$ cat src/rtl/sdpram_pkg.sv
// ---------------------------------------------------------------------------
// sdpram_pkg
// Shared definitions for the simple_dual_port_ram read-side burst logic:
//   burst_state_t      : burst controller states (IDLE, ISSUE, DRAIN)
//   SDPRAM_DATA_WIDTH  : default RAM word width
//   SDPRAM_MEM_DEPTH   : default RAM depth in words
//   SDPRAM_RD_LATENCY  : default RAM read latency in cycles
// ---------------------------------------------------------------------------
package sdpram_pkg;

   typedef enum logic [1:0] {
      IDLE  = 2'd0,
      ISSUE = 2'd1,
      DRAIN = 2'd2
   } burst_state_t;

   localparam int SDPRAM_DATA_WIDTH = 8;
   localparam int SDPRAM_MEM_DEPTH  = 16;
   localparam int SDPRAM_RD_LATENCY = 3;

endpackage

$ cat src/rtl/sdpram_rd_buf.sv
// ---------------------------------------------------------------------------
// sdpram_rd_buf
// Small synchronous first-word-fall-through FIFO that holds read data returned
// by the RAM until the stream consumer takes it.
// Ports:
//   clk   in   clock, rising edge
//   rst   in   synchronous active-low reset
//   push  in   write din at this edge
//   din   in   WIDTH-bit entry to store
//   pop   in   consume the head entry at this edge
//   dout  out  head entry (zero while empty)
//   count out  current occupancy, 0..DEPTH
// ---------------------------------------------------------------------------
module sdpram_rd_buf
   import sdpram_pkg::*;
#(
   parameter int WIDTH = SDPRAM_DATA_WIDTH + 1,
   parameter int DEPTH = SDPRAM_RD_LATENCY + 1,
   parameter int CNT_W = $clog2(DEPTH + 1)
) (
   input  logic             clk,
   input  logic             rst,
   input  logic             push,
   input  logic [WIDTH-1:0] din,
   input  logic             pop,
   output logic [WIDTH-1:0] dout,
   output logic [CNT_W-1:0] count
);

   localparam int PTR_W = (DEPTH > 1) ? $clog2(DEPTH) : 1;
   localparam logic [PTR_W-1:0] LAST_PTR = PTR_W'(DEPTH - 1);
   localparam logic [CNT_W-1:0] FULL_CNT = CNT_W'(DEPTH);

   logic [WIDTH-1:0] mem [DEPTH];
   logic [PTR_W-1:0] wr_ptr;
   logic [PTR_W-1:0] rd_ptr;
   logic             push_ok;
   logic             pop_ok;

   // A pop of an empty buffer is ignored; a push into a full buffer is only
   // accepted when a pop frees a slot at the same edge.
   assign pop_ok  = pop && (count != '0);
   assign push_ok = push && ((count != FULL_CNT) || pop_ok);

   // Masking the head while empty keeps stale words off the stream after reset.
   assign dout = (count != '0) ? mem[rd_ptr] : '0;

   // Storage needs no reset; the occupancy count decides what is visible.
   always_ff @(posedge clk) begin
      if (push_ok) begin
         mem[wr_ptr] <= din;
      end
   end

   // Pointer and occupancy bookkeeping; push and pop together leave count alone.
   always_ff @(posedge clk) begin
      if (!rst) begin
         wr_ptr <= '0;
         rd_ptr <= '0;
         count  <= '0;
      end else begin
         assert (count <= FULL_CNT);
         if (push_ok) begin
            wr_ptr <= (wr_ptr == LAST_PTR) ? '0 : wr_ptr + 1'b1;
         end
         if (pop_ok) begin
            rd_ptr <= (rd_ptr == LAST_PTR) ? '0 : rd_ptr + 1'b1;
         end
         case ({push_ok, pop_ok})
            2'b10:   count <= count + 1'b1;
            2'b01:   count <= count - 1'b1;
            default: count <= count;
         endcase
      end
   end

endmodule

$ cat src/rtl/sdpram_burst_reader.sv
// ---------------------------------------------------------------------------
// sdpram_burst_reader
// Read-side burst controller for simple_dual_port_ram port B. Accepts a burst
// (start address, beat count), issues one RAM read per cycle while output
// buffer credit allows, tracks the fixed RAM latency and returns the words as
// a valid/ready stream with a last-beat marker.
// Build option:
//   SDPRAM_BURST_WRAP_EN  defined: addresses wrap modulo MEM_DEPTH and only a
//                         zero length is rejected. Undefined: a burst running
//                         past the end of memory is also rejected.
// Ports:
//   clk, rst              clock (rising edge), synchronous active-low reset
//   req_valid/req_ready   burst request handshake
//   req_addr, req_len     first word address, beat count (0 is illegal)
//   req_err               one-cycle pulse after a rejected request
//   ram_addrb, ram_doutb  RAM read address out, RAM read data in
//   m_data/m_valid/m_ready/m_last  output stream
//   busy                  controller is not idle
// ---------------------------------------------------------------------------
module sdpram_burst_reader
   import sdpram_pkg::*;
#(
   parameter int DATA_WIDTH = SDPRAM_DATA_WIDTH,
   parameter int MEM_DEPTH  = SDPRAM_MEM_DEPTH,
   parameter int ADDR_WIDTH = $clog2(MEM_DEPTH),
   parameter int LEN_WIDTH  = 8,
   parameter int RD_LATENCY = SDPRAM_RD_LATENCY,
   parameter int BUF_DEPTH  = RD_LATENCY + 1
) (
   input  logic                  clk,
   input  logic                  rst,
   input  logic                  req_valid,
   output logic                  req_ready,
   input  logic [ADDR_WIDTH-1:0] req_addr,
   input  logic [LEN_WIDTH-1:0]  req_len,
   output logic                  req_err,
   output logic [ADDR_WIDTH-1:0] ram_addrb,
   input  logic [DATA_WIDTH-1:0] ram_doutb,
   output logic [DATA_WIDTH-1:0] m_data,
   output logic                  m_valid,
   input  logic                  m_ready,
   output logic                  m_last,
   output logic                  busy
);

   localparam int CNT_W = $clog2(BUF_DEPTH + 1);
   localparam int CW    = $clog2(BUF_DEPTH + RD_LATENCY + 2) + 1;
   localparam logic [CW-1:0]         CREDIT_MAX = CW'(BUF_DEPTH);
   localparam logic [ADDR_WIDTH-1:0] LAST_ADDR  = ADDR_WIDTH'(MEM_DEPTH - 1);
   localparam logic [LEN_WIDTH-1:0]  LEN_ONE    = LEN_WIDTH'(1);

   burst_state_t            state;
   burst_state_t            state_next;
   logic [ADDR_WIDTH-1:0]   cur_addr;
   logic [LEN_WIDTH-1:0]    remaining;
   logic [RD_LATENCY-1:0]   sr_issued;
   logic [RD_LATENCY-1:0]   sr_last;
   logic                    req_err_q;
   logic                    req_fire;
   logic                    req_illegal;
   logic                    issue;
   logic                    issue_last;
   logic                    credit_ok;
   logic                    pop;
   logic                    push;
   logic [CW-1:0]           inflight;
   logic [CNT_W-1:0]        buf_count;
   logic [DATA_WIDTH:0]     buf_dout;

   assign req_ready = (state == IDLE) && rst;
   assign req_fire  = req_valid && req_ready;
   assign req_err   = req_err_q;
   assign ram_addrb = cur_addr;
   assign busy      = (state != IDLE);
   assign m_valid   = (buf_count != '0);
   assign pop       = m_valid && m_ready;
   assign push      = sr_issued[RD_LATENCY-1];
   assign {m_last, m_data} = buf_dout;
   assign issue_last = issue && (remaining == LEN_ONE);

`ifdef SDPRAM_BURST_WRAP_EN
   assign req_illegal = (req_len == '0);
`else
   // The end address is formed one bit wider than both operands combined so
   // the overrun test can never be fooled by a carry out.
   localparam int SUM_W = LEN_WIDTH + ADDR_WIDTH + 1;
   localparam logic [SUM_W-1:0] MEM_END = SUM_W'(MEM_DEPTH);
   logic [SUM_W-1:0] req_end;
   assign req_end     = SUM_W'(req_addr) + SUM_W'(req_len);
   assign req_illegal = (req_len == '0) || (req_end > MEM_END);
`endif

   // Reads still travelling through the RAM pipeline hold a buffer slot each,
   // so they are counted against the credit alongside the current occupancy.
   always_comb begin
      inflight = '0;
      for (int i = 0; i < RD_LATENCY; i++) begin
         inflight = inflight + CW'(sr_issued[i]);
      end
   end

   // A slot freed by this cycle's pop can be reused immediately, which is what
   // keeps a steady stream running without bubbles.
   assign credit_ok = ((inflight + CW'(buf_count)) - CW'(pop)) < CREDIT_MAX;

   // State register.
   always_ff @(posedge clk) begin
      if (!rst) begin
         state <= IDLE;
      end else begin
         state <= state_next;
      end
   end

   // Next-state and issue decision. DRAIN waits for the pipeline to empty and
   // for the final beat to leave the buffer before accepting new work.
   always_comb begin
      state_next = state;
      issue      = 1'b0;
      case (state)
         IDLE: begin
            if (req_fire && !req_illegal) begin
               state_next = ISSUE;
            end
         end
         ISSUE: begin
            if (credit_ok) begin
               issue = 1'b1;
               if (remaining == LEN_ONE) begin
                  state_next = DRAIN;
               end
            end
         end
         DRAIN: begin
            if ((inflight == '0) && ((buf_count == '0) || (pop && m_last))) begin
               state_next = IDLE;
            end
         end
         default: state_next = IDLE;
      endcase
   end

   // Burst address/length tracking and the rejection pulse. Rejected requests
   // are consumed without touching the burst registers.
   always_ff @(posedge clk) begin
      if (!rst) begin
         cur_addr  <= '0;
         remaining <= '0;
         req_err_q <= 1'b0;
      end else begin
         req_err_q <= req_fire && req_illegal;
         if (req_fire && !req_illegal) begin
            cur_addr  <= req_addr;
            remaining <= req_len;
         end else if (issue) begin
            cur_addr  <= (cur_addr == LAST_ADDR) ? '0 : cur_addr + 1'b1;
            remaining <= remaining - 1'b1;
         end
      end
   end

   // Latency pipeline mirroring the RAM: each stage records whether a read was
   // issued in that slot and whether it was the final beat of the burst.
   always_ff @(posedge clk) begin
      if (!rst) begin
         sr_issued <= '0;
         sr_last   <= '0;
      end else begin
         sr_issued[0] <= issue;
         sr_last[0]   <= issue_last;
         for (int i = 1; i < RD_LATENCY; i++) begin
            sr_issued[i] <= sr_issued[i-1];
            sr_last[i]   <= sr_last[i-1];
         end
      end
   end

   sdpram_rd_buf #(
      .WIDTH (DATA_WIDTH + 1),
      .DEPTH (BUF_DEPTH),
      .CNT_W (CNT_W)
   ) u_rd_buf (
      .clk   (clk),
      .rst   (rst),
      .push  (push),
      .din   ({sr_last[RD_LATENCY-1], ram_doutb}),
      .pop   (pop),
      .dout  (buf_dout),
      .count (buf_count)
   );

endmodule

$ cat config.mk
export PLATFORM = sky130hd
export DESIGN_NAME = sdpram_burst_reader
export DESIGN_NICKNAME = d
export VERILOG_FILES = /design/src/rtl/sdpram_pkg.sv /design/src/rtl/sdpram_rd_buf.sv /design/src/rtl/sdpram_burst_reader.sv
export SDC_FILE = /design/constraint.sdc
export NUM_CORES = 1
export LEC_CHECK = 0
export BUFFER_PORTS_ARGS = -buffer_cell sky130_fd_sc_hd__buf_2
export CORE_MARGIN = 2
export CORE_UTILIZATION = 25
export CTS_CLUSTER_DIAMETER = 100
export DETAILED_ROUTE_END_ITERATION = 12
export RECOVER_POWER = 50
export SYNTH_ARGS = -nofsm -noshare
export SYNTH_HDL_FRONTEND = slang
export SYNTH_SLANG_ARGS = --single-unit
export TNS_END_PERCENT = 100
$ cat constraint.sdc
create_clock -name clk -period 5.6 [get_ports clk]
set_input_delay 0.84 -clock clk [delete_from_list [all_inputs] [get_ports clk]]
set_output_delay 0.84 -clock clk [all_outputs]
set_load 0.05 [all_outputs]
==> flow_summary.toml <==
[setup_path]
start_kind = "input pin"
cp_slowest_cell = "clkbuf_1"
arrival_ns = 2.64
critical_path_class = "in -> out"
cp.required_ns = 4.76
critPathTopFamily = "buffers and inverters"
crit_path_cell_trace = "clkbuf_1 -> inv_1 -> nor3_1 -> buf_2"
crit_cells = 4
ff2ff_path_depth = 14
crit_path_end_kind = "primary output"
cp.buffers_inverters = 3
cp_max_fo = 19
cp_slowest_stage_delay_ns = 0.55

[drt]
wire_per_inst_um = 12.8
wl_um = 6510
routed_via_density = 4.47
vias = 2280
drc = 0
dr_wl_met3_um = 417
drt_iter0_markers = 140
met1_length_um = 3070
route.met2.wl_um = 2950
ant_nets = 0
first_pass_iters = 4
routed.top_layer = "met4"

[clock_network]
cts-root-buf = "clkbuf_16"
clk_pin_slew_ns = 0.05
clk_latency_ns = 0.33
clockBufferDepth = 2
cts_tree = "built"
cts_sinks = 66
cts_buffers = 9
cts_resized = 0
post_cts_buffers = 0
htree_levels = 3
holdBufCountCts = 0

[global_routing]
antenna_found_initial = 0
grt_overflow = 0
grt_pass1_wl_um = 10900
grt_pass1_vias = 2288
grt_max_degree = 20
track_usage_pct = 9.72

[logic_synthesis]
ys_seq_elements = 66
ys_async_sr_fraction_pct = 0
synth.most_common_cell = "edfxtp_1"
synthDistinctLibCells = 56
ys_seq_area_share_pct = 50.2
syn_area_mm2 = 0.00335
synth_top_area_share_pct = 32.3
synth_edf_count = 36
synth_area_per_cell_um2 = 11.7
netlist_instances = 285
ys_warn_count = 0
synth_area_leaders = "edfxtp_1, dfxtp_1, ha_1"
synth_fp_nets = 331
synth_top_area_cell = "edfxtp_1"
ys.flop_type = "edfxtp_1"
synth_common_cells = "edfxtp_1, dfxtp_1, inv_1, nand2_1, ha_1"

[power]
ir_worst_vdd_mv = 0.161
total_power_mw = 1.16
p_leak_nw = 1.55
powerDensity_mw_per_mm2 = 289

[sta]
hold_ws_ns = 0.442
fin_crit_sh_pct = 62.1
fmax_mhz = 288
rsz0062_at_grt = "false"
relSlewSlack_pct = 50.0
tightest_slew_ns = 0.751
finalClockSkew_ns = 0.00666
hold_viol = 0
finalCriticalPeriod_ns = 3.48
slew_violations = 0
finalSetupViolCount = 0
setup_tns_ns = 0

[layout]
antenna_cells = 0
drive_gt1_share_pct = 20.7
stdcell_count = 510
fin_nets = 375
seq_area_mm2 = 0.00168
final_core_util_pct = 30.6
multiInputGateArea_mm2 = 0.00153
area_delta_synth_final_pct = 20.1
fillers = 1336

[floorplan]
die_area_mm2 = 0.0143
die_width_um = 120
start_util_pct = 25.5
core_area_mm2 = 0.0131
die-height_um = 120
io_pins = 41
rows = 42

[hold_path]
holdPathStages = 1
hp-class = "reg -> reg"

[place]
place_inst = 494
finalWeightedCongestion = 0.795
port_buffers = 40
post-dp-hpwl_um = 4840

[run]
max-cap-violations = 0

[run_status]
status = "complete, no violations"
## placed cells by master (no fill, tap or decap), types with 2 or more instances in the layout
cell type   instances
inv_1              22
nand2_1            22
nor4_1              3
nand3b_1            2
fa_1                3
o31ai_1             5
nand2b_1            2
mux4_2              9
and2_0              4
buf_2              31
clkbuf_1            9
xnor2_1             2
a21o_1              2
a211oi_1            2
a21oi_2             2
nor2b_1            12
and2_1              5
clkinvlp_4          2
mux2i_1             7
nor2_1             13
and3_1              3
a22oi_1             2
xor2_1              8
o21ai_0             4
nor3_1             11
a31oi_1             2
clkbuf_16           9
a21oi_1            12
ha_1               19
dfxtp_1            30
nand3_1             8
inv_6               3
edfxtp_1           36
## routing by layer
metal / track usage (%) / vias up
met5: 0 / -
met4: 3.60 / 0
met3: 3.94 / 9
met2: 15.7 / 64
met1: 11.6 / 1076
li1: - / 1131
## cell type report
type / instances / share of cell area, %
inverters: 22 / 2.05
flip-flops and latches: 66 / 41.8
well taps: 176 / 5.48
clock buffers: 9 / 5.60
repair buffers: 41 / 4.89
clock inverters: 7 / 2.05
multi-input cells: 189 / 38.1
## metrics by stage
stage	instance area [um2]	setup slack [ns]
floorplan	3350	2.39
global placement	3720	2.44
detailed placement	3720	2.32
CTS	4030	2.47
global route	4020	1.85
finish	4020	2.12
## report_power, final
part / switching, mW / internal (mW) / total, mW
Combinational: 0.0503 / 0.0288 / 0.0791
Clock: 0.215 / 0.352 / 0.567
Sequential: 0.00397 / 0.514 / 0.518
## cell families after synthesis
| group | count (synthesis) | synth area share [%] |
|---|---|---|
| compound gates | 46 | 10.4 |
| fa+ha+maj | 22 | 8.89 |
| simple gates | 94 | 15.2 |
| mux | 17 | 8.59 |
| flops | 66 | 50.2 |
| buf+inv | 30 | 4.04 |
| xor+xnor | 10 | 2.62 |
## state kept, by name, indices dropped and copies added, names as in the netlist, named ones only
signal	flops
ram_addrb	4
sr_last	3
sr_issued	3
u_rd_buf.rd_ptr	2
u_rd_buf.wr_ptr	2
u_rd_buf.count	3
u_rd_buf.mem	36
req_err	1
remaining	8
state	2
## final timing paths
kind / startpoint / end / slack [ns]
worst min register to register: sr_last[1] / sr_last[2] / 0.44
worst max register to register: u_rd_buf.count[0] / remaining[3] / 2.48
worst min-delay path: sr_last[1] / sr_last[2] / 0.44
worst max-delay path: rst / req_ready / 2.12
## worst reg2reg max path: cells and delay by family, from the launching register on
| family | cells | cell delay [ns] |
|---|---|---|
| AO/OA/AOI/OAI | 2 | 0.46 |
| flip-flops | 1 | 0.34 |
| AND/OR/NAND/NOR | 5 | 1.23 |
| buffers and inverters | 4 | 0.43 |
| adder cells (fa/ha/maj) | 2 | 0.39 |
| XOR/XNOR | 1 | 0.17 |
(Power assumes the default switching activity.)
